`config.mk`:
```
export PLATFORM = sky130hd
export DESIGN_NAME = delay_range_checker_rtl
export DESIGN_NICKNAME = d
export VERILOG_FILES = /design/src/rtl/delay_range_checker_rtl.sv
export SDC_FILE = /design/constraint.sdc
export NUM_CORES = 1
export LEC_CHECK = 0
export ABC_AREA = 1
export CAP_MARGIN = 10
export CORE_UTILIZATION = 40
export CTS_BUF_LIST = sky130_fd_sc_hd__clkbuf_2 sky130_fd_sc_hd__clkbuf_4 sky130_fd_sc_hd__clkbuf_8
export DETAILED_ROUTE_END_ITERATION = 12
export HOLD_SLACK_MARGIN = 0.02
export PLACE_DENSITY_LB_ADDON = 0.1
export REMOVE_ABC_BUFFERS = 1
export SETUP_SLACK_MARGIN = 0.15
export SYNTH_ARGS = -nofsm -noshare
export SYNTH_HDL_FRONTEND = slang
export SYNTH_SLANG_ARGS = --single-unit
```
`constraint.sdc`:
```
create_clock -name clk -period 1.75 [get_ports clk]
set_input_delay 0.525 -clock clk [delete_from_list [all_inputs] [get_ports clk]]
set_output_delay 0.525 -clock clk [all_outputs]
set_load 0.1 [all_outputs]
```
`src/rtl/delay_range_checker_rtl.sv`:
```
// Multi-channel checker for a |-> ##[MIN_DLY:MAX_DLY] b with overlapping attempts,
// saturating pass/fail event counters and a sticky first-failure capture.
module delay_range_checker_rtl #(
  parameter int NUM_CH  = 1,
  parameter int MIN_DLY = 1,
  parameter int MAX_DLY = 4,
  parameter int CNT_W   = 16
) (
  input  logic                      clk,
  input  logic                      rst_n,
  input  logic                      en,
  input  logic                      clr,
  input  logic [NUM_CH-1:0]         a,
  input  logic [NUM_CH-1:0]         b,
  output logic [NUM_CH-1:0]         assertion_pass,
  output logic [NUM_CH-1:0]         assertion_fail,
  output logic [NUM_CH-1:0]         assertion_active,
  output logic [CNT_W-1:0]          pass_cnt,
  output logic [CNT_W-1:0]          fail_cnt,
  output logic                      fail_seen,
  output logic [$clog2(NUM_CH):0]   first_fail_ch
);

  localparam int FCH_W = $clog2(NUM_CH) + 1;

  generate
    if (MIN_DLY < 1 || MIN_DLY > MAX_DLY || MAX_DLY > 64 || NUM_CH < 1 || NUM_CH > 32) begin : g_bad_param
      $error("delay_range_checker_rtl: illegal NUM_CH/MIN_DLY/MAX_DLY");
    end
  endgenerate

  logic [NUM_CH-1:0] w_pass_now;
  logic [NUM_CH-1:0] w_fail_now;
  logic [NUM_CH-1:0] w_active_next;
  logic [FCH_W-1:0]  w_first_idx;

  logic [NUM_CH-1:0] r_pass;
  logic [NUM_CH-1:0] r_fail;
  logic [NUM_CH-1:0] r_active;
  logic [CNT_W-1:0]  r_pass_cnt;
  logic [CNT_W-1:0]  r_fail_cnt;
  logic              r_fail_seen;
  logic [FCH_W-1:0]  r_first_fail_ch;

  generate
    for (genvar gi = 0; gi < NUM_CH; gi++) begin : g_ch
      // r_p[j] = attempt launched j samples ago is still pending
      logic [MAX_DLY:1] r_p;
      logic [MAX_DLY:1] w_p_next;

      always_comb begin
        w_p_next    = '0;
        w_p_next[1] = a[gi] & en;
        for (int j = 1; j < MAX_DLY; j++) begin
          w_p_next[j+1] = r_p[j] & ~(b[gi] & (j >= MIN_DLY));
        end
      end

      assign w_pass_now[gi]    = b[gi] & (|r_p[MAX_DLY:MIN_DLY]);
      assign w_fail_now[gi]    = r_p[MAX_DLY] & ~b[gi];
      assign w_active_next[gi] = |w_p_next;

      always_ff @(posedge clk or negedge rst_n) begin
        if (!rst_n) begin
          r_p <= '0;
        end else begin
          r_p <= w_p_next;
        end
      end
    end
  endgenerate

  // Descending scan so the lowest failing channel wins.
  always_comb begin
    w_first_idx = '0;
    for (int i = NUM_CH - 1; i >= 0; i--) begin
      if (w_fail_now[i]) begin
        w_first_idx = FCH_W'(i);
      end
    end
  end

  always_ff @(posedge clk or negedge rst_n) begin
    if (!rst_n) begin
      r_pass   <= '0;
      r_fail   <= '0;
      r_active <= '0;
    end else begin
      r_pass   <= w_pass_now;
      r_fail   <= w_fail_now;
      r_active <= w_active_next;
    end
  end

  always_ff @(posedge clk or negedge rst_n) begin
    if (!rst_n) begin
      r_pass_cnt      <= '0;
      r_fail_cnt      <= '0;
      r_fail_seen     <= 1'b0;
      r_first_fail_ch <= '0;
    end else if (clr) begin
      r_pass_cnt      <= '0;
      r_fail_cnt      <= '0;
      r_fail_seen     <= 1'b0;
      r_first_fail_ch <= '0;
    end else begin
      if ((|w_pass_now) && (r_pass_cnt != {CNT_W{1'b1}})) begin
        r_pass_cnt <= r_pass_cnt + CNT_W'(1);
      end
      if ((|w_fail_now) && (r_fail_cnt != {CNT_W{1'b1}})) begin
        r_fail_cnt <= r_fail_cnt + CNT_W'(1);
      end
      if (!r_fail_seen && (|w_fail_now)) begin
        r_fail_seen     <= 1'b1;
        r_first_fail_ch <= w_first_idx;
      end
    end
  end

  assign assertion_pass   = r_pass;
  assign assertion_fail   = r_fail;
  assign assertion_active = r_active;
  assign pass_cnt         = r_pass_cnt;
  assign fail_cnt         = r_fail_cnt;
  assign fail_seen        = r_fail_seen;
  assign first_fail_ch    = r_first_fail_ch;

endmodule
```
==> results by group, run 1 <==
Status
  • Status: complete, no violations

Critical path
  • Crit-path max FO: 8
  • Worst r2r dst: pass_cnt[15]
  • Critical Path Start Type: register
  • R2R Setup Slk: 0.16 ns
  • Reg2reg path depth: 9
  • Worst path required time: 1.99 ns
  • Endpoint class of the critical path: register
  • Crit path DAT: 1.83 ns
  • WS Path Type: reg2reg
  • Crit Reg-Reg Startpoint: pass_cnt[1]

Timing
  • Final Skew: 0.00921 ns
  • Final period utilization: 90.7%
  • Fin. max-slew vios: 0
  • Final setup vio count: 0
  • Hold slack: 0.192 ns
  • FMAX: 630 MHz
  • Endpoints failing hold: 0
  • RSZ-0062 raised after global routing: true
  • Minimum clock period: 1.59 ns
  • Setup WS post-layout: 0.162 ns

Synth
  • Synth top area share: 42.5%
  • Synth Warn #: 0
  • Top cells by area, synth: dfrtp_1, nand2_1, inv_1
  • Synth unique cells: 25
  • #FFs+latches synth: 40
  • Synth Area per Inst: 7.02 µm²
  • Netlist Area Pre-Place: 2360 µm²
  • Register area share after synthesis: 42.5%
  • Syn Inst Count: 336
  • Post-synth top area cell: dfrtp_1

Detailed routing
  • # DRC: 0
  • Final WL: 6110 µm
  • Antenna-violating nets left: 0
  • Via Count: 2413
  • Via-to-Cell Ratio: 4.88
  • Detailed Route Iter0 Violations: 166
  • Per-cell routed wire length: 12.4 µm
  • Drt pass-1 iters: 4

Floorplanning
  • Core Area: 5610 µm²
  • # rows: 27
  • Die Ht: 78.8 µm
  • Die W: 78.8 µm
  • Die area: 6200 µm²
  • Initial Util: 42.0%
  • Io pins: 43

Clock network
  • Clock root buffer: clkbuf_8
  • Clock Latency Late Sink: 0.30 ns
  • TritonCTS buffer count: 5
  • H-tree depth: 2
  • CTS sink count: 40
  • CTS tree: built
  • CTS clk-pin slew, worst paths: 0.08 ns
  • Clock Tree Buf Depth: 2
  • Hold_buf cts: 0

Finish
  • Area grow syn2layout: 56.2%
  • Final Net Count: 429
  • ANT cells: 0
  • Most common cell after layout, fill and taps aside: nand2_1
  • Most frequent cells in the layout: nand2_1, buf_12, buf_4
  • Share of post-route cells with drive strength above 1: 26.5%

Global routing
  • Number of global-route vias before repair: 2139
  • Total track usage: 21.0%
  • First-pass GRT wire length: 10100 µm
  • Largest net degree at the start of global routing: 41
  • Grt ovf: 0
  • Initial antenna violation count: 0

Power
  • Clk network pwr share: 35.5%
  • Logic pwr share: 13.0%
  • Int Power: 1330 µW
  • Worst vdd ir: 0.559 mV
  • P_sw: 498 µW
  • Sw Share: 27.2%
  • Leakage power: 0.00185 µW
  • PD cells: 497 nW/µm²
  • Seq pwr share: 51.5%

Place
  • Gpl congestion: 0.807
  • IO buf count: 41
  • Post-DP HPWL: 4290 µm
  • Post-Place Setup Slack: -0.0990 ns

Flow run
  • Max-Cap Viols: 0

Worst hold path
  • Hold Crit Class: in2async
[Yosys cell counts]
library cell  number
inv_2              2
ha_1               2
nor2_8             1
o21bai_1           4
nor2_1            35
buf_2              2
nand3_1           26
nor2_4             4
nor3_1             1
buf_1              2
conb_1             1
nor2_2             3
a21oi_1            1
xnor2_1            1
dfrtp_1           40
xor2_1             7
o21ai_0            4
inv_1             35
buf_4              2
nand2_2            2
nand2_1          136
o21ai_1            4
buf_6              1
nand4_1           19
nand3b_1           1
[how the worst max path moves through the flow]
stage	startpoint	end	slack, ns	cells after the start
floorplan	fail_cnt[1]	fail_cnt[13]	-0.55	9
global placement	b	fail_cnt[14]	-0.07	7
detailed placement	b	fail_cnt[13]	-0.1	7
CTS	pass_cnt[0]	pass_cnt[8]	0.15	9
global route	pass_cnt[1]	pass_cnt[1]	0.06	9
finish	pass_cnt[1]	pass_cnt[15]	0.16	9
[flip-flops by register name (all words and copies together) (netlist names)]
| register | flops |
|---|---|
| assertion_pass | 1 |
| assertion_fail | 1 |
| pass_cnt | 16 |
| fail_seen | 1 |
| assertion_active | 1 |
| fail_cnt | 16 |
| g_ch.r_p | 4 |
[through the flow]
| step | area (µm²) | instances | utilization [%] | total power [µW] | setup TNS (ns) |
|---|---|---|---|---|---|
| finish | 3680 | 494 | 65.7 | 1830 | 0 |
| floorplan | 2310 | 329 | - | 1070 | -15.64 |
| detailed placement | 3470 | 479 | 61.9 | 1180 | -1.02 |
| CTS | 3600 | 489 | 64.2 | 1840 | 0 |
| global route | 3680 | 494 | 65.7 | 1900 | 0 |
| global placement | 3470 | 479 | 61.9 | 1180 | -0.733 |
[worst max-delay path, cell delays in order (launching register included)]
cell,delay (ns)
dfrtp_1,0.41
ha_4,0.18
nand2_4,0.05
nor2_4,0.17
nand2_2,0.10
nor2_4,0.13
nor2_4,0.09
nor2_4,0.24
nand2_1,0.08
nand2_1,0.07
[per-layer routing]
| metal | up-vias | global-route usage [%] | wire length [µm] |
|---|---|---|---|
| met4 | 0 | 6.30 | 70 |
| met3 | 5 | 4.02 | 324 |
| li1 | 1231 | - | - |
| met2 | 64 | 31.4 | 2830 |
| met5 | - | 0 | 0 |
| met1 | 1113 | 30.4 | 2890 |
[final cells by class]
| cell class | instances | area (µm²) |
|---|---|---|
| tap | 72 | 90.1 |
| multi-input combinational | 253 | 1220 |
| inverter | 37 | 139 |
| clock inverter | 2 | 10.0 |
| timing repair buffer | 84 | 1130 |
| sequential | 40 | 1010 |
| fill | 479 | 1930 |
| clock buffer | 6 | 82.6 |
[cells by family after synthesis]
logic type / share of synthesized area [%]
and+or+nand+nor: 42.4
buffers and inverters: 7.75
DFF: 42.5
AOI/OAI and AO/OA: 3.18
xor gates and xnor gates: 2.97
adders and majority gates: 1.06
other: 0.159
[timing repair]
action	4_1_cts	5_1_grt
resized for setup	1	15
pin swaps	3	12
endpoints found under the setup margin	25	32
endpoints found under the hold margin	0	0
gates cloned	1	0
buffers inserted	1	5
[power by group through the flow]
| stage | combinational, µW | sequential, µW | clock (µW) |
|---|---|---|---|
| 6_report | 238 | 941 | 650 |
| 3_5_place_dp | 223 | 959 | 0 |
| 4_1_cts | 236 | 940 | 664 |
| 2_1_floorplan | 53.9 | 1010 | 0 |
| 3_3_place_gp | 221 | 958 | 0 |
| 5_1_grt | 254 | 943 | 708 |
No activity file was read; power rests on OpenSTA's default activity.
==> inputs of run 2 (changes only) <==
--- a/config.mk
+++ b/config.mk
@@ -7,7 +7,7 @@
 export LEC_CHECK = 0
 export ABC_AREA = 1
 export CAP_MARGIN = 10
-export CORE_UTILIZATION = 40
+export CORE_UTILIZATION = 30
 export CTS_BUF_LIST = sky130_fd_sc_hd__clkbuf_2 sky130_fd_sc_hd__clkbuf_4 sky130_fd_sc_hd__clkbuf_8
 export DETAILED_ROUTE_END_ITERATION = 12
 export HOLD_SLACK_MARGIN = 0.02
==> run 2 against run 1 <==
Net effect:
- utilization fell by 14 points
- register-to-register slack worse by 0.03 ns
- final area is 4.9% higher
- clock power shrank 0.8%
- first-iteration DRC count fell by 37%
- count of clock-buffer cells in the layout unchanged
- clock skew decreased by 0.0037 ns
- sequential power about the same
- combinational power increased by 8%
- global-route usage decreased by 4.1 points
- final cell count rose by 7.7%
==> results by group, run 2 (same netlist as run 1, synthesis figures left out) <==
Critical path
  • WS Path Type: reg2reg
  • Critical Path Start Type: register
  • Crit path DAT: 1.86 ns
  • Worst path required time: 1.98 ns
  • Critical path's slowest cell: dfrtp_1
  • Crit path largest cell delay: 0.40 ns
  • Crit-path cells: ha_4, nand2_4, nor2_4, nand2_2, nor2_4, nor2_4, buf_12, nor2_4, nand2_1, nand2_1
  • Endpoint class of the critical path: register
  • Most used cell, CP: nor2_4
  • Crit-path max FO: 8

Floorplanning
  • Io pins: 43
  • Die W: 90.6 µm
  • # rows: 31
  • Core Area: 7410 µm²
  • Die Ht: 90.6 µm
  • Initial Util: 31.8%
  • Die area: 8220 µm²

Clock network
  • CTS sink count: 40
  • CTS clk-pin slew, worst paths: 0.08 ns
  • CTS tree: built
  • Clock Tree Buf Depth: 2
  • Clock Latency Late Sink: 0.29 ns
  • TritonCTS buffer count: 5
  • H-tree depth: 2
  • Clock root buffer: clkbuf_8

Finish
  • Filler Cells Inserted: 698
  • Fin cells: 532
  • Share of post-route cells with drive strength above 1: 29.8%
  • Area grow syn2layout: 63.8%
  • ANT cells: 0
  • Most frequent cells in the layout: nand2_1, buf_4, buf_12
  • FF/Latch Area: 1000 µm²
  • Area occupied by multi-input gates: 1260 µm²
  • Final Net Count: 440
  • Most common cell after layout, fill and taps aside: nand2_1

Power
  • Logic pwr share: 14.0%
  • Int Power: 1350 µW
  • Worst vdd ir: 0.380 mV
  • Leakage power: 0.00193 µW
  • Seq pwr share: 51.0%
  • Pwr Total: 1840 µW
  • Sw Share: 27.0%
  • P_sw: 499 µW
  • PD cells: 478 nW/µm²
  • Clk network pwr share: 35.0%

Global routing
  • Met3 Use GR: 3.03%
  • Number of global-route vias before repair: 2315
  • GR Util met2: 26.6%
  • Grt peak-use layer: met2
  • Grt ovf: 0
  • Met1 usage: 23.8%
  • Initial antenna violation count: 0
  • Largest net degree at the start of global routing: 22
  • First-pass GRT wire length: 11200 µm
  • Total track usage: 16.8%

Detailed routing
  • Via-to-Cell Ratio: 4.62
  • Per-cell routed wire length: 12.4 µm
  • Final WL: 6620 µm
  • Antenna-violating nets left: 0
  • # DRC: 0
  • Detailed Route Iter0 Violations: 104
  • Via Count: 2457
  • Drt pass-1 iters: 6

Place
  • IO buf count: 41
  • Number of cells in the design after placement: 515
  • Gpl congestion: 0.772
  • Post-DP HPWL: 4780 µm

Status
  • Status: complete, no violations

Timing
  • RSZ-0062 raised after global routing: true
  • Final Skew: 0.00548 ns
  • Final setup vio count: 0
  • Final period utilization: 92.7%
  • Endpoints failing hold: 0
  • Minimum clock period: 1.62 ns
  • Fin. max-slew vios: 0
  • FMAX: 616 MHz

Worst hold path
  • Hold Crit Class: in2async

Flow run
  • Max-Cap Viols: 0
[run 2: cell types whose count changed in the layout (fill, tap and decap cells not counted), sizes merged]
cell | previous run | this run
clkbuf | 6 | 7
buf | 80 | 90
[run 2: area by class of cell]
cell class / count / share of cell area [%]
Inverter: 37 / 3.66
Clock inverter: 2 / 0.259
Sequential cell: 40 / 26.0
Clock buffer: 6 / 2.14
Multi-Input combinational cell: 253 / 32.6
Tap cell: 99 / 3.21
Timing Repair Buffer: 95 / 32.2
[run 2: through the flow]
step	utilization (%)	hold WS, ns	area (µm²)	worst slack, ns	TNS (ns)
final	52.1	0.130	3860	0.127	0
after global placement	48.2	0.453	3570	-0.142	-1.78
after CTS	49.6	0.131	3680	0.158	0
after global routing	52.1	0.140	3860	0.0643	0
after detailed placement	48.2	0.449	3570	-0.164	-1.92
after floorplan	-	0.229	2310	-0.555	-15.64
[run 2: critical path, delay by kind of cell (launching register included)]
kind                     cells  cell delay [ns]
AND/OR/NAND/NOR              8             0.85
adder cells (fa/ha/maj)      1             0.18
flip-flops                   1             0.40
buffers and inverters        1             0.14
[run 2: layer usage]
layer | vias to the layer above | share of wire [%]
met3 | 5 | 3.2
met2 | 42 | 46
li1 | 1251 | -
met4 | 0 | 0.74
met1 | 1159 | 50
met5 | - | 0
[run 2: power groups by stage]
stage               Sequential, µW  Combinational, µW  Clock, µW
finish                         941                258        645
global route                   943                274        719
CTS                            940                232        671
detailed placement             959                230          0
global placement               959                228          0
floorplan                     1010               53.9          0
[run 2: timing repair]
action                     in CTS  in global routing
setup buffers                   0                  7
setup endpoints to repair      15                 34
pin swaps                       0                 21
resized for setup               3                 20
hold buffers                    0                  0
cloned                          0                  2
[run 2: path summary, 6_finish.rpt]
kind / start / to / slack [ns] / cells past startpoint
max: pass_cnt[1] / pass_cnt[13] / 0.13 / 10
min: rst_n / fail_cnt[0] / 0.13 / 1
max reg2reg: pass_cnt[1] / pass_cnt[13] / 0.13 / 10
min reg2reg: g_ch[0].r_p[2] / g_ch[0].r_p[3] / 0.51 / 2
max in group asynchronous: rst_n / pass_cnt[9] / 1.18 / 2
min in group clk: g_ch[0].r_p[2] / g_ch[0].r_p[3] / 0.51 / 2
==> inputs of run 3 (changes only) <==
--- a/config.mk
+++ b/config.mk
@@ -12,7 +12,6 @@
 export DETAILED_ROUTE_END_ITERATION = 12
 export HOLD_SLACK_MARGIN = 0.02
 export PLACE_DENSITY_LB_ADDON = 0.1
-export REMOVE_ABC_BUFFERS = 1
 export SETUP_SLACK_MARGIN = 0.15
 export SYNTH_ARGS = -nofsm -noshare
 export SYNTH_HDL_FRONTEND = slang
==> run 3 against run 2 <==
Net effect:
- clock power is 5.1% higher
- worst hold slack gained 0.064 ns
- register-to-register slack about the same
==> results by group, run 3 (same netlist as run 1, synthesis figures left out) <==
Status
  • Status: complete, no violations

Power
  • Worst vdd ir: 0.305 mV
  • Pwr Total: 1910 µW
  • PD cells: 491 nW/µm²
  • Leakage power: 0.00181 µW

Clock network
  • H-tree depth: 2
  • CTS clk-pin slew, worst paths: 0.08 ns
  • Hold_buf cts: 0
  • Clock Tree Buf Depth: 2
  • CTS tree: built
  • Clock root buffer: clkbuf_8
  • CTS sink count: 40
  • TritonCTS buffer count: 5
  • Clock Latency Late Sink: 0.29 ns

Finish
  • Final Net Count: 423
  • ANT cells: 0
  • Most common cell after layout, fill and taps aside: nand2_1
  • Most frequent cells in the layout: nand2_1, buf_12, inv_1
  • Share of post-route cells with drive strength above 1: 36.1%
  • Area grow syn2layout: 64.6%

Global routing
  • Grt peak-use layer: met1
  • Total track usage: 17.2%
  • Number of global-route vias before repair: 2271
  • Initial antenna violation count: 0
  • GR Util met2: 24.5%
  • Grt ovf: 0
  • First-pass GRT wire length: 11400 µm
  • Met1 usage: 26.3%
  • Met3 Use GR: 2.36%
  • Largest net degree at the start of global routing: 41

Detailed routing
  • Drt pass-1 iters: 4
  • Per-cell routed wire length: 12.7 µm
  • Via-to-Cell Ratio: 4.66
  • Antenna-violating nets left: 0
  • # DRC: 0
  • Detailed Route Iter0 Violations: 111
  • Via Count: 2395
  • Final WL: 6550 µm

Timing
  • FMAX: 612 MHz
  • Final period utilization: 93.4%
  • Hold slack: 0.195 ns
  • RSZ-0062 raised after global routing: true
  • Fin. max-slew vios: 0
  • Minimum clock period: 1.64 ns
  • Endpoints failing hold: 0
  • Setup WS post-layout: 0.115 ns
  • Final Skew: 0.00514 ns
  • Final setup vio count: 0
  • Setup TNS: 0 ns

Critical path
  • Crit path DAT: 1.11 ns
  • WS Path Type: reg2out
  • Worst path required time: 1.22 ns
  • Endpoint class of the critical path: primary output
  • Crit-path max FO: 4
  • Critical Path Start Type: register

Place
  • Gpl congestion: 0.798
  • Post-DP HPWL: 4430 µm
  • IO buf count: 41
  • Post-Place Setup Slack: -0.0994 ns

Worst hold path
  • Hold Crit Class: in2async

Flow run
  • Max-Cap Viols: 0

Floorplanning
  • Die area: 8220 µm²
  • Die Ht: 90.6 µm
  • Die W: 90.6 µm
  • Initial Util: 31.8%
  • # rows: 31
  • Core Area: 7410 µm²
  • Io pins: 43

Synth
  • Syn_nets: 344
run 3: cell count changes in the layout (fill, tap and decap cells not counted), sizes merged:
cell,change
clkdlybuf4s50,-1
clkinv,-2
clkbuf,+1
dlygate4sd2,+1
buf,-17
run 3: power by group:
part	internal (µW)	total [µW]	switching, µW	leakage, µW
clock network	352	678	326	0.0000503
registers	935	946	10.6	0.000497
logic	117	282	164	0.00127
total	1400	1910	501	0.00181
run 3: worst max-delay path: stages, from the launching register on:
cell and delay (ns):
dfrtp_4 0.50, buf_4 0.16, buf_12 0.16
run 3: area by class of cell:
class | instances | area [µm²]
Fill cell | 702 | 3530
Timing Repair Buffer | 78 | 1160
Inverter | 37 | 139
Tap cell | 99 | 124
Sequential cell | 40 | 1060
Multi-Input combinational cell | 253 | 1300
Clock buffer | 7 | 96.3
run 3: repair_timing:
action                     in CTS  in global routing
setup endpoints to repair      16                 34
cloned                          2                  1
gates resized for setup         5                 21
buffers inserted               10                  7
pin swaps                       9                 12
run 3: per-stage QoR:
| step | utilization, % | instance area, µm² | instances |
|---|---|---|---|
| finish | 52.4 | 3880 | 514 |
| global route | 52.4 | 3880 | 514 |
| CTS | 50.6 | 3750 | 506 |
| detailed placement | 47.1 | 3490 | 487 |
| global placement | 47.1 | 3490 | 487 |
| floorplan | - | 2470 | 336 |
run 3: final timing paths:
path | slack, ns | cells past startpoint | to | startpoint
setup / recovery | 0.11 | 2 | pass_cnt[5] | pass_cnt[5]
hold / removal | 0.19 | 2 | fail_cnt[8] | rst_n
setup reg to reg | 0.12 | 10 | pass_cnt[2] | pass_cnt[0]
hold reg to reg | 0.51 | 2 | g_ch[0].r_p[4] | g_ch[0].r_p[3]
max in group asynchronous | 1.34 | 2 | pass_cnt[1] | rst_n
min in group clk | 0.51 | 2 | g_ch[0].r_p[4] | g_ch[0].r_p[3]
run 3: layer usage:
layer / share of wire, % / vias to the layer above
met3: 2.5 / 9
li1: - / 1210
met4: 1.6 / 0
met1: 51 / 1136
met2: 44 / 40
met5: 0 / -
